[config.mk]
export PLATFORM = sky130hd
export DESIGN_NAME = proc_sequencer
export DESIGN_NICKNAME = d
export VERILOG_FILES = /design/src/rtl/proc_sequencer.sv
export SDC_FILE = /design/constraint.sdc
export NUM_CORES = 1
export LEC_CHECK = 0
export BUFFER_PORTS_ARGS = -buffer_cell sky130_fd_sc_hd__buf_4
export CAP_MARGIN = 20
export CORE_MARGIN = 2
export CORE_UTILIZATION = 54
export CTS_BUF_LIST = sky130_fd_sc_hd__clkbuf_16
export CTS_CLUSTER_SIZE = 10
export DETAILED_ROUTE_END_ITERATION = 8
export PLACE_DENSITY = 0.84
export SYNTH_ARGS = -nofsm -noshare
export SYNTH_HDL_FRONTEND = slang
export SYNTH_SLANG_ARGS = --single-unit
[constraint.sdc]
create_clock -name Clock -period 5.1 [get_ports Clock]
set_clock_uncertainty 0.15 [all_clocks]
set_input_delay 0.255 -clock Clock [delete_from_list [all_inputs] [get_ports Clock]]
set_output_delay 0.255 -clock Clock [all_outputs]
set_load 0.02 [all_outputs]
[src/rtl/proc_sequencer.sv]
// Program sequencer: fetches instruction words from a synchronous-read memory
// and hands them one at a time to the simple processor, waiting for Done.
module proc_sequencer #(
    parameter int ADDR_W  = 5,
    parameter int TIMEOUT = 8
) (
    input  logic              Clock,
    input  logic              Resetn,
    input  logic              Start,
    input  logic              Stop,
    input  logic [ADDR_W-1:0] Length,
    output logic [ADDR_W-1:0] MemAddr,
    input  logic [15:0]       MemData,
    output logic [15:0]       DIN,
    output logic              Run,
    input  logic              Done,
    output logic              Busy,
    output logic              Halted,
    output logic              Error,
    output logic [ADDR_W-1:0] PC,
    output logic [15:0]       InstrCount
);

    localparam int CNT_W = $clog2(TIMEOUT + 1);

    typedef enum logic [1:0] {IDLE, FETCH, ISSUE, WAIT} state_t;

    state_t            state_q, state_d;
    logic [ADDR_W-1:0] pc_q, pc_d;
    logic [ADDR_W-1:0] len_q, len_d;
    logic [CNT_W-1:0]  cnt_q, cnt_d;
    logic [15:0]       count_q, count_d;
    logic              halted_q, halted_d;
    logic              error_q, error_d;
    logic              stop_q, stop_d;

    // NOTE: non-blocking assignments keep every register sampling pre-edge values.
    always_ff @(posedge Clock) begin
        if (!Resetn) begin
            state_q  <= IDLE;
            pc_q     <= '0;
            len_q    <= '0;
            cnt_q    <= '0;
            count_q  <= '0;
            halted_q <= 1'b0;
            error_q  <= 1'b0;
            stop_q   <= 1'b0;
        end else begin
            state_q  <= state_d;
            pc_q     <= pc_d;
            len_q    <= len_d;
            cnt_q    <= cnt_d;
            count_q  <= count_d;
            halted_q <= halted_d;
            error_q  <= error_d;
            stop_q   <= stop_d;
        end
    end

    always_comb begin
        // NOTE: hold-current defaults on every path prevent inferred latches.
        state_d  = state_q;
        pc_d     = pc_q;
        len_d    = len_q;
        cnt_d    = cnt_q;
        count_d  = count_q;
        halted_d = halted_q;
        error_d  = error_q;
        stop_d   = stop_q;

        if (Stop && state_q != IDLE)
            stop_d = 1'b1;

        case (state_q)
            IDLE: begin
                if (Start) begin
                    error_d = 1'b0;
                    count_d = '0;
                    if (Length != '0) begin
                        len_d    = Length;
                        pc_d     = '0;
                        halted_d = 1'b0;
                        stop_d   = 1'b0;
                        state_d  = FETCH;
                    end else begin
                        halted_d = 1'b1;
                    end
                end
            end
            FETCH: state_d = ISSUE;
            ISSUE: begin
                cnt_d   = '0;
                state_d = WAIT;
            end
            WAIT: begin
                if (Done) begin
                    if (count_q != 16'hFFFF)
                        count_d = count_q + 16'd1;
                    // Completion wins over a pending stop on the last word.
                    if (pc_q == len_q - ADDR_W'(1)) begin
                        halted_d = 1'b1;
                        state_d  = IDLE;
                    end else if (stop_q || Stop) begin
                        stop_d  = 1'b0;
                        state_d = IDLE;
                    end else begin
                        pc_d    = pc_q + ADDR_W'(1);
                        state_d = FETCH;
                    end
                end else if (cnt_q == CNT_W'(TIMEOUT - 1)) begin
                    error_d = 1'b1;
                    state_d = IDLE;
                end else begin
                    cnt_d = cnt_q + CNT_W'(1);
                end
            end
            default: state_d = IDLE;
        endcase
    end

    // The PC register doubles as the memory address, so MemAddr is registered.
    assign MemAddr    = pc_q;
    assign PC         = pc_q;
    assign DIN        = MemData;
    assign Run        = (state_q == ISSUE);
    assign Busy       = (state_q != IDLE);
    assign Halted     = halted_q;
    assign Error      = error_q;
    assign InstrCount = count_q;

endmodule

==> results.json <==
{
  "status": "finished clean",
  "critical_path_class": "flip-flop to flip-flop",
  "drt_first_pass_iters": 4,
  "nFillCells": 339,
  "seq_area_um2": 701,
  "max_cap_viol_count": 0,
  "cts_tree": "yes",
  "p_leak_uw": 0.000928,
  "die-area_um2": 4400,
  "drt-wirelength-per-cell_um": 13.9,
  "clkTransAtPathRegs_ns": 0.05,
  "timing.fmax_mhz": 401,
  "vdd_drop_max_uv": 269,
  "drcViolationCount": 0,
  "use_met3_pct": 5.79,
  "syn_nets": 281,
  "finalHoldViolCount": 0,
  "ctsHoldBuffers": 0,
  "avgSynthCellArea_um2": 8.46,
  "path_max_fanout": 17,
  "worstPathRequired_ns": 5.09,
  "clock_latency_ns": 0.27,
  "synth_cells": 248,
  "grt_antenna_before_repair": 0,
  "grt-busiest-layer": "met2",
  "grt_util_met1_pct": 24.8,
  "synth_xor_area_share_pct": 8.17,
  "area_growth_pct": 14.8,
  "synthTopCellsByCount": "dfxtp_1 (35), nand2_1 (25), buf_4 (21)",
  "synth_compound_area_share_pct": 17.2,
  "hold_ws_ns": 0.0946,
  "fin_crit_ns": 2.49,
  "synth_edf_count": 0,
  "place_congestion": 0.942,
  "cp-end-kind": "flip-flop",
  "synth_flop_cell": "dfxtp_1",
  "worstMarginPinSlew_ns": 0.602,
  "wirelength_mm": 4.42,
  "cts_buffers": 5,
  "yosysWarnings": 0,
  "avgViaCountPerCell": 5.77,
  "hp-class": "input pin to flip-flop",
  "core.rowCount": 22,
  "slew_viol_final": 0,
  "drive_above_1_share_pct": 19.7,
  "synth-seq-cells": 35,
  "ys_seq_area_share_pct": 33.4,
  "max_stage_delay_ns": 0.56,
  "dp_hpwl_mm": 3.35,
  "syn-cell-area_um2": 2100,
  "yosys.area_share.simple_pct": 24.4,
  "gr-usage-met2_pct": 35.5,
  "arrival_ns": 2.49,
  "fin_setup_tns_ns": 0,
  "relSlewSlack_pct": 59.9,
  "multi_input_comb_area_um2": 1180,
  "synth.most_common_cell": "dfxtp_1",
  "num_antenna_cells": 0,
  "synth_top_family_by_area": "simple AND/OR/NAND/NOR gates",
  "fin_nets": 301,
  "via_count": 1829,
  "synth.area.top_cells": "dfxtp_1 (33%), buf_4 (7.5%), xnor2_1 (4.6%)",
  "cts_resized": 0,
  "rsz0062_at_grt": "false",
  "clock_path_buffers": 2,
  "h-tree-depth": 2,
  "drtIter0Drc": 76,
  "core_area_um2": 3690,
  "power_density_nw_per_um2": 384,
  "worst_path_max_delay_cell": "ha_1",
  "synthMuxAreaShare_pct": 2.45,
  "die_h_um": 66.3,
  "finalSetupViolCount": 0,
  "startpoint_type": "flip-flop",
  "grt_pass1_wl_mm": 7.07,
  "synth_cell_type_count": 49,
  "cts_sinks": 35,
  "start_util_pct": 56.9,
  "yosysTopAreaCellShare_pct": 33.4,
  "synth_fa_ha_area_share_pct": 4.18,
  "ant_nets": 0,
  "grt_max_degree": 18,
  "die_w_um": 66.3,
  "yosys.area.top_type": "dfxtp_1",
  "portBuffers": 39,
  "cts-root-buf": "clkbuf_16",
  "track_usage_pct": 20.9,
  "finalCritPeriodShare_pct": 48.9,
  "overflow": 0,
  "grt_pass1_vias": 1610,
  "postCtsSetupRepairBufs": 0,
  "ioPinCount": 72,
  "async_reset_ff_share_pct": 0,
  "path_cells": "ha_1 > nand4_1 > or3_1 > o21ai_1 > mux2i_1 > nor2_1"
}
final timing paths:
path	start	end	slack, ns	cells after the start
setup / recovery	state_q[0]$_SDFFE_PN0P_	InstrCount[1]$_SDFFE_PN0P_	2.61	6
hold / removal	Length[2]	len_q[2]$_SDFFE_PN0P_	0.09	3
setup reg to reg	state_q[0]$_SDFFE_PN0P_	InstrCount[1]$_SDFFE_PN0P_	2.61	6
hold reg to reg	len_q[1]$_SDFFE_PN0P_	len_q[1]$_SDFFE_PN0P_	0.33	2
sequential cells by signal (all words and copies together) (netlist names):
register and flops:
Error 1, stop_q 1, cnt_q 4, InstrCount 16
MemAddr 5, len_q 5, state_q 2, Halted 1
area by class of cell:
type                            instances  share of cell area [%]
Clock buffer                            5                    5.20
Sequential cell                        35                    29.1
Tap cell                               48                    2.49
Multi-Input combinational cell        178                    49.2
Timing Repair Buffer                   39                    12.2
Inverter                                9                    1.40
Clock inverter                          3                   0.468
kinds of logic (layout without fill, tap and decap cells):
family                   after synthesis  count (layout)
AO/OA/AOI/OAI                         50              50
XOR/XNOR                              18              18
adder cells (fa/ha/maj)                7               7
buffers and inverters                 35              56
flip-flops                            35              35
multiplexers                           5               5
AND/OR/NAND/NOR                       98              98
where the power goes:
group / internal [µW] / leakage [µW] / total (µW) / switching (µW)
Combinational: 123 / 0.000574 / 319 / 196
Sequential: 299 / 0.000283 / 325 / 25.8
Clock: 175 / 0.0000701 / 280 / 105
metal layers:
metal	vias to the layer above	share of wire, %
met4	0	1.0
met3	7	6.0
met5	-	0
met1	863	43
li1	912	-
met2	47	50
placed cells by master (no fill, tap or decap), types with 4 or more instances in the layout:
| master | count |
|---|---|
| buf_4 | 39 |
| dfxtp_1 | 35 |
| nand2_1 | 25 |
| nor2_1 | 20 |
| a21oi_1 | 15 |
| xnor2_1 | 11 |
| nand3_1 | 11 |
| inv_1 | 9 |
| nor3_1 | 7 |
| ha_1 | 7 |
| xor2_1 | 6 |
| o31ai_1 | 6 |
| nand4_1 | 5 |
| a211oi_1 | 5 |
| nand2b_1 | 5 |
| clkbuf_16 | 5 |
| or4_1 | 4 |
| o211ai_1 | 4 |
| mux2i_1 | 4 |
critical path, delay by kind of cell, from the launching register on:
family / cells / cell delay [ns]
mux: 1 / 0.23
compound gates: 1 / 0.33
fa+ha+maj: 1 / 0.56
simple gates: 3 / 0.72
flops: 1 / 0.37
per-stage QoR:
step                std cells  total power (µW)  util [%]  area [µm²]  setup slack, ns
floorplan                 248               586         -        2100             3.09
global placement          309               636      61.6        2270             2.76
detailed placement        309               647      61.6        2270             2.65
CTS                       317               928      65.3        2410             2.63
global route              317               974      65.3        2410             2.41
finish                    317               924      65.3        2410             2.61
(Power assumes the default switching activity.)
